### src/rtl/regfile_pkg.sv
// Shared defaults and port-slice helper for the parametrised register file
// and its scoreboard.
package regfile_pkg;

   localparam int XLEN_DEF  = 32;
   localparam int NREGS_DEF = 32;
   localparam int NREAD_DEF = 2;

   // Low bit of port 'port' inside a flattened bus of 'width'-bit slices.
   function automatic int slice_lo(input int port, input int width);
      return port * width;
   endfunction

endpackage

### src/rtl/regfile_sb_if.sv
// Read/write/reserve bus between the decode stage and the register file.
interface regfile_sb_if
   import regfile_pkg::*;
#(
   parameter int XLEN  = XLEN_DEF,
   parameter int NREGS = NREGS_DEF,
   parameter int NREAD = NREAD_DEF
);
   localparam int AW = $clog2(NREGS);

   logic [NREAD*AW-1:0]   ra;
   logic [NREAD*XLEN-1:0] rd;
   logic [NREAD-1:0]      rbusy;
   logic                  we;
   logic [AW-1:0]         wa;
   logic [XLEN-1:0]       wd;
   logic                  rsv;
   logic [AW-1:0]         rsv_a;
   logic                  flush;
   logic [NREGS-1:0]      busy_vec;

   modport master (
      output ra, we, wa, wd, rsv, rsv_a, flush,
      input  rd, rbusy, busy_vec
   );

   modport slave (
      input  ra, we, wa, wd, rsv, rsv_a, flush,
      output rd, rbusy, busy_vec
   );

endinterface

### src/rtl/regfile_scoreboard.sv
// One busy bit per register: set on reserve, cleared by the retiring write,
// wiped by a pipeline flush.
module regfile_scoreboard #(
   parameter int NREGS    = 32,
   parameter bit ZERO_REG = 1'b1,
   parameter int AW       = $clog2(NREGS)
) (
   input  logic             clock,
   input  logic             reset,
   input  logic             rsv_i,
   input  logic [AW-1:0]    rsv_a_i,
   input  logic             we_i,
   input  logic [AW-1:0]    wa_i,
   input  logic             flush_i,
   output logic [NREGS-1:0] busy_vec_o
);

   logic [NREGS-1:0] busy_q, busy_d;
   logic [NREGS-1:0] set_v, clr_v;

   // NOTE: every always_comb output gets a default first so no path leaves it unassigned (no latch).
   always_comb begin
      set_v = '0;
      clr_v = '0;
      if (rsv_i && !flush_i) set_v[rsv_a_i] = 1'b1;
      if (we_i)              clr_v[wa_i]    = 1'b1;
      // A write retires the older producer; a same-cycle reserve keeps the new one pending.
      busy_d = flush_i ? '0 : (set_v | (busy_q & ~clr_v));
      if (ZERO_REG) busy_d[0] = 1'b0;
   end

   // NOTE: state registers use non-blocking assignment so all flops update together at the edge.
   always_ff @(posedge clock or posedge reset) begin
      if (reset) busy_q <= '0;
      else       busy_q <= busy_d;
   end

   assign busy_vec_o = busy_q;

endmodule

### src/rtl/regfile_sb.sv
// Parametrised register file with write-through bypass and a pending-write
// scoreboard feeding the hazard unit.
module regfile_sb
   import regfile_pkg::*;
#(
   parameter int XLEN     = XLEN_DEF,
   parameter int NREGS    = NREGS_DEF,
   parameter int NREAD    = NREAD_DEF,
   parameter bit ZERO_REG = 1'b1
) (
   input  logic         clock,
   input  logic         reset,
   regfile_sb_if.slave  bus
);

   localparam int AW = $clog2(NREGS);

   logic [XLEN-1:0]       regs_q [NREGS];
   logic [NREGS-1:0]      busy;
   logic                  wr_en;
   logic [AW-1:0]         raddr  [NREAD];
   logic [NREAD-1:0]      hit;
   logic [NREAD-1:0]      is_zero;
   logic [NREAD*XLEN-1:0] rd_pack;
   logic [NREAD-1:0]      rbusy_pack;

   assign wr_en = bus.we && !(ZERO_REG && bus.wa == '0);

   // NOTE: the array is reset explicitly because reads must return 0 after reset, so it maps to flops, not RAM.
   always_ff @(posedge clock or posedge reset) begin
      if (reset) begin
         for (int n = 0; n < NREGS; n++) regs_q[n] <= '0;
      end else if (wr_en) begin
         regs_q[bus.wa] <= bus.wd;
      end
   end

   regfile_scoreboard #(
      .NREGS    (NREGS),
      .ZERO_REG (ZERO_REG),
      .AW       (AW)
   ) u_scoreboard (
      .clock      (clock),
      .reset      (reset),
      .rsv_i      (bus.rsv),
      .rsv_a_i    (bus.rsv_a),
      .we_i       (bus.we),
      .wa_i       (bus.wa),
      .flush_i    (bus.flush),
      .busy_vec_o (busy)
   );

   // Bypass is suppressed while reset is held so outputs stay zero throughout reset.
   always_comb begin
      rd_pack    = '0;
      rbusy_pack = '0;
      for (int i = 0; i < NREAD; i++) begin
         raddr[i]   = bus.ra[slice_lo(i, AW) +: AW];
         is_zero[i] = ZERO_REG && raddr[i] == '0;
         hit[i]     = !reset && bus.we && bus.wa == raddr[i];
         if (is_zero[i]) begin
            rd_pack[slice_lo(i, XLEN) +: XLEN] = '0;
            rbusy_pack[i]                      = 1'b0;
         end else begin
            rd_pack[slice_lo(i, XLEN) +: XLEN] = hit[i] ? bus.wd : regs_q[raddr[i]];
            rbusy_pack[i]                      = busy[raddr[i]] && !hit[i];
         end
      end
   end

   assign bus.rd       = rd_pack;
   assign bus.rbusy    = rbusy_pack;
   assign bus.busy_vec = busy;

endmodule

### src/flat_wrapper.sv
// flat-port wrapper written by rule: the top's interface ports become plain ports
module regfile_sb_flat import regfile_pkg::*;
#(
   parameter int XLEN     = XLEN_DEF,
   parameter int NREGS    = NREGS_DEF,
   parameter int NREAD    = NREAD_DEF,
   parameter bit ZERO_REG = 1'b1
)
  (clock, reset, bus_ra, bus_we, bus_wa, bus_wd, bus_rsv, bus_rsv_a, bus_flush, bus_rd, bus_rbusy, bus_busy_vec);
  regfile_sb_if #(.XLEN(XLEN), .NREGS(NREGS), .NREAD(NREAD)) bus_i ();
  input  logic clock;
  input  logic reset;
  input wire logic [$bits(bus_i.ra)-1:0] bus_ra;
  input wire logic [$bits(bus_i.we)-1:0] bus_we;
  input wire logic [$bits(bus_i.wa)-1:0] bus_wa;
  input wire logic [$bits(bus_i.wd)-1:0] bus_wd;
  input wire logic [$bits(bus_i.rsv)-1:0] bus_rsv;
  input wire logic [$bits(bus_i.rsv_a)-1:0] bus_rsv_a;
  input wire logic [$bits(bus_i.flush)-1:0] bus_flush;
  output wire logic [$bits(bus_i.rd)-1:0] bus_rd;
  output wire logic [$bits(bus_i.rbusy)-1:0] bus_rbusy;
  output wire logic [$bits(bus_i.busy_vec)-1:0] bus_busy_vec;
  assign bus_i.ra = bus_ra;
  assign bus_i.we = bus_we;
  assign bus_i.wa = bus_wa;
  assign bus_i.wd = bus_wd;
  assign bus_i.rsv = bus_rsv;
  assign bus_i.rsv_a = bus_rsv_a;
  assign bus_i.flush = bus_flush;
  assign bus_rd = bus_i.rd;
  assign bus_rbusy = bus_i.rbusy;
  assign bus_busy_vec = bus_i.busy_vec;
  regfile_sb #(.XLEN(XLEN), .NREGS(NREGS), .NREAD(NREAD), .ZERO_REG(ZERO_REG)) u_core (.clock(clock), .reset(reset), .bus(bus_i));
endmodule
### config.mk
export PLATFORM = sky130hd
export DESIGN_NAME = regfile_sb_flat
export DESIGN_NICKNAME = d
export VERILOG_FILES = /design/src/rtl/regfile_pkg.sv /design/src/rtl/regfile_sb_if.sv /design/src/rtl/regfile_scoreboard.sv /design/src/rtl/regfile_sb.sv /design/src/flat_wrapper.sv
export SDC_FILE = /design/constraint.sdc
export NUM_CORES = 2
export LEC_CHECK = 0
export BUFFER_PORTS_ARGS = -buffer_cell sky130_fd_sc_hd__buf_2
export CAP_MARGIN = 0
export CORE_MARGIN = 2
export CORE_UTILIZATION = 25
export CTS_CLUSTER_SIZE = 25
export DETAILED_ROUTE_END_ITERATION = 16
export REMOVE_ABC_BUFFERS = 1
export SLEW_MARGIN = 0
export SYNTH_ARGS = -nofsm -noshare
export SYNTH_HDL_FRONTEND = slang
export SYNTH_SLANG_ARGS = --single-unit
### constraint.sdc
create_clock -name clock -period 38.8 [get_ports clock]
set_input_delay 5.82 -clock clock [delete_from_list [all_inputs] [get_ports clock]]
set_output_delay 5.82 -clock clock [all_outputs]
set_load 0.01 [all_outputs]
* Yosys cells after proc, flatten, opt, wreduce, memory -nomap -nowiden
Index checks and enable logic that the tools add are counted.
Cells by class: $lt $le $gt $ge 10, equal/unequal tests 2, mux-type cells 26, bitwise operators 6, reductions and logical operators 18
Operators with widths (number):
- $bwmux 1024 | 1
- $mux 32 | 12
- $bmux 32 s5 | 2
- $demux 32 s5 | 1
- $and 32x32->32 | 1
- $not 32->32 | 1
- $or 32x32->32 | 1
- $lt 5x6->1 const B | 4
- $ge 6x6->1 const B | 3
- $not 5->6 | 3
- $logic_not 5->1 | 3
- $bmux 1 s5 | 2
- $demux 1 s5 | 2
- $eq 5x5->1 | 2
- $ge 5x1->1 const B | 2
- $logic_and 1x1->1 | 10
- $lt 6x1->1 const B | 1
- $mux 1 | 6
- $logic_not 1->1 | 5
Word-level totals: bits in registers 1055, bits of input ports 57, output and inout bits 98, logic and storage cells 95

* Longest topological paths before layout
depth in word-level cells 9, mapped depth 9, depth with buffers taken out 5

* Cells and area by module
A second synthesis with hierarchy kept.
Second synthesis, totals: cells, all modules 4508, area, all modules 55912.4 sq um
Modules (own cells, without submodules):
- regfile_sb | instances 1, cells each 4351, area each 54393.4 sq um, seq. area each 25624.6 sq um
- regfile_scoreboard | instances 1, cells each 157, area each 1519.0 sq um, seq. area each 775.7 sq um

* Least setup slack after synthesis
OpenSTA, ideal clock, no wires.
path kind input -> output, start input port bus_ra[0], end output port bus_rd[1], arrival 7.339 ns, setup slack 25.641 ns, stages 7, buffers on the path 3, cell sequence buf_6 > buf_6 > buf_4 > mux4_2 > o211ai_1 > nand3_1 > a22o_1
Between the ends: longest elaborated chain between the ends 6, elaborated cells on any way between the ends 9
RTL lines:
- start, declared | RTL line flat_wrapper.sv:13 | input wire logic [$bits(bus_i.ra)-1:0] bus_ra;
- $not 5->6 (not written as such) | RTL line regfile_sb.sv:65 | rd_pack[slice_lo(i, XLEN) +: XLEN] = hit[i] ? bus.wd : regs_q[raddr[i]];
- $bmux 32 s5 | RTL line regfile_sb.sv:65
- $mux 32 (not written as such) (2 in a row) | RTL line regfile_sb.sv:65
- $mux 32 | RTL line regfile_sb.sv:65
- $mux 32 (*) | RTL line regfile_sb.sv:61 | if (is_zero[i]) begin
- end, declared | RTL line flat_wrapper.sv:20 | output wire logic [$bits(bus_i.rd)-1:0] bus_rd;
Every way passes the cells marked *; elsewhere a longest branch is shown, timed or not. The select of a mux whose other input is x is not followed.

* Worst setup path after layout
start input port bus_ra[0], end output port bus_rd[5]
Same word-level chain as after synthesis.

==> flow_summary_export.csv <==
group,metric,value,unit
clocking,cts_tree,"yes",
timing,finClkSkew,0,ps
grt,grt_antenna_before_repair,18,
logic_synthesis,synthCells,3962,
logic_synthesis,synth.avg_cell_area,14.5,µm²
clocking,cts_num_sinks,1055,
grt,grt_max_degree,184,
die,io_pins,155,
clocking,insertion_delay,740,ps
drt,vias_per_cell,5.39,
logic_synthesis,yosysWarningCount,0,
pwr,cellPowerDensity,49.3,mW/mm²
placement,port_buffers,153,
worst_setup_path,end_kind,"primary output",
pwr,totalPowerFinal,3.16,mW
worst_setup_path,reg2reg_slack,37900,ps
drt,routed_wl,200000,µm
logic_synthesis,synthTopCellsByArea,"dfrtp_1, mux2_2, mux4_2, mux2i_1, clkbuf_1",
drt,top_layer,"met5",
logic_synthesis,async_flop_share,100,%
pwr,seqPwrFrac,46.1,%
drt,routed-wl-met3,15000,µm
hold_path,hold_class,"reg2reg",
worst_setup_path,critPathCapture,"bus_rd[5]",
drt,ant_nets,0,
pwr,p_leak,27.1,nW
pwr,p_int,2.28,mW
timing,holdWs,392,ps
clocking,clk_path_buf_depth,3,
logic_synthesis,synth.most_common_cell,"dfrtp_1",
logic_synthesis,synth_top_cell_by_area,"dfrtp_1",
logic_synthesis,synth-seq-cells,1055,
pwr,p_clk_share,34.0,%
clocking,clockRootBuffer,"clkbuf_16",
timing,fmax,62.2,MHz
timing,setup_violations,0,
clocking,cts_buffers,112,
timing,worstMarginPinSlew,1240,ps
die,die_area,0.233,mm²
clocking,postCtsHoldBufs,0,
die,die_w,483,µm
grt,grt_pass1_vias,38800,
logic_synthesis,synth-seq-area-share,46.1,%
logic_synthesis,synth_edf_count,0,
logic_synthesis,synth.distinct_cells,69,
drt,drc,0,
final_layout,fin_area,0.0640,mm²
placement,gp_congestion,0.808,
timing,drv_slew,0,
timing,hold_viol_final,0,
timing,setup_tns,0,ps
pwr,combinationalPowerShare,19.9,%
outcome,outcome,"completed",
clocking,post_cts_resized,0,
pwr,swShare,27.8,%
logic_synthesis,synth_top_flop_cell,"dfrtp_1",
final_layout,area_growth,11.7,%
timing,relSlewSlack,16.9,%
placement,dp_hpwl,116000,µm
grt,track_usage,16.8,%
logic_synthesis,synth_area,0.0573,mm²
clocking,clk_pin_slew_worst_paths,60,ps
final_layout,drive_above_1_share,47.7,%
pwr,ir_drop,35.0,µV
drt,wl_per_cell,28.6,µm
worst_setup_path,timing.rr.end,"u_core.u_scoreboard.busy_vec_o[3]$_DFF_PP0_",
worst_setup_path,cp-start-kind,"input port",
final_layout,regArea,0.0264,mm²
final_layout,nFillCells,22900,
drt,drt-met1-wl,81700,µm
die,initial_core_util,25.2,%
worst_setup_path,arrival,10260,ps
die,die_h,483,µm
timing,rsz0062_at_grt,"false",
clocking,post_cts_buffers,0,
drt,route.met2.wl,95500,µm
logic_synthesis,synth_top_cell_area_share,46.1,%
drt,drtIter0Drc,3523,
die,num_rows,175,
drt,via_count,37600,
worst_setup_path,path_max_fanout,57,
final_layout,multi_input_area,0.0286,mm²
worst_setup_path,r2r_cells,2,
pwr,p_switching,0.879,mW
timing,period_share,41.4,%
timing,fin_crit,16080,ps
placement,place_area,0.0604,mm²
drt,first_pass_iters,5,
grt,grt_pass1_wl,287000,µm
run,maxCapViolations,0,
logic_synthesis,yosys-top-cells-count,"dfrtp_1, mux2_2, mux4_2",
worst_setup_path,crit_type,"in2out",
final_layout,nets,3927,
clocking,htree_levels,3,
grt,gr-total-overflow,0,
worst_setup_path,cp-startpoint,"bus_ra[0]",
die,fp.coreArea,0.228,mm²
worst_setup_path,r2r-start,"u_core.u_scoreboard.busy_vec_o[3]$_DFF_PP0_",
worst_setup_path,required,32980,ps
-- per-stage QoR --
step	util, %	setup slack (ps)	cells
global placement	26.5	22640	6765
floorplan	-	3280	3508
finish	28.1	22720	6972
detailed placement	26.5	22610	6765
CTS	28.1	22630	6969
global route	28.1	22330	6970
-- cell families after synthesis --
| group | share of synthesized area (%) |
|---|---|
| multiplexers | 41.0 |
| buffers and inverters | 4.45 |
| flip-flops | 46.1 |
| AND/OR/NAND/NOR | 2.94 |
| other | 0.00654 |
| XOR/XNOR | 0.153 |
| AO/OA/AOI/OAI | 5.39 |
-- critical path, stage by stage --
cell      delay, ps
buf_8           510
buf_4           640
buf_4           770
buf_4           850
mux4_2          590
o211ai_1        190
nand3_1         140
a22o_1          360
buf_2           180
-- how the worst min path moves through the flow --
stage               cells after the start                       startpoint                         endpoint  slack (ps)
CTS                                     0   u_core.regs_q[998]$_DFFE_PP0P_   u_core.regs_q[998]$_DFFE_PP0P_         400
floorplan                               0  u_core.regs_q[1018]$_DFFE_PP0P_  u_core.regs_q[1018]$_DFFE_PP0P_         360
global route                            0   u_core.regs_q[992]$_DFFE_PP0P_   u_core.regs_q[992]$_DFFE_PP0P_         410
finish                                  0   u_core.regs_q[992]$_DFFE_PP0P_   u_core.regs_q[992]$_DFFE_PP0P_         390
global placement                        0  u_core.regs_q[1015]$_DFFE_PP0P_  u_core.regs_q[1015]$_DFFE_PP0P_         380
detailed placement                      0  u_core.regs_q[1000]$_DFFE_PP0P_  u_core.regs_q[1000]$_DFFE_PP0P_         380
-- cells in the final DEF, fill, tap and decap left out, types with 46 or more instances in the layout --
cell type / count
nor2_1: 46
a221oi_1: 57
mux2_2: 971
mux2i_1: 210
mux4_2: 434
o21ai_0: 77
dfrtp_1: 1055
o22ai_1: 72
buf_2: 146
nand2_1: 98
clkbuf_16: 115
a22oi_1: 46
buf_4: 94
-- registers in the layout, summed over array words and instances, names as in the netlist --
register	count
u_core.regs_q	1024
u_core.u_scoreboard.busy_vec_o	31
-- per-layer routing --
| metal | vias up | global-route usage (%) |
|---|---|---|
| met3 | 404 | 3.55 |
| met1 | 20400 | 22.0 |
| met5 | - | 0 |
| met4 | 2 | 5.64 |
| met2 | 1699 | 27.6 |
| li1 | 15100 | - |
-- layout make-up --
cell class,instances,share of cell area (%)
antenna,3,0.0117
clock buffer,176,5.29
clock inverter,28,0.401
inverter,6,0.0489
multi-input combinational,2447,44.7
sequential,1055,41.2
tap,3009,5.88
timing repair buffer,248,2.46
-- power by group through the flow --
| stage | Clock, mW | Combinational (mW) | Sequential, mW |
|---|---|---|---|
| global placement | 0 | 0.617 | 1.45 |
| CTS | 1.09 | 0.633 | 1.45 |
| global route | 1.14 | 0.674 | 1.48 |
| finish | 1.07 | 0.627 | 1.45 |
| floorplan | 0 | 0.456 | 1.42 |
| detailed placement | 0 | 0.631 | 1.47 |
Power figures use the tool's default switching activity.
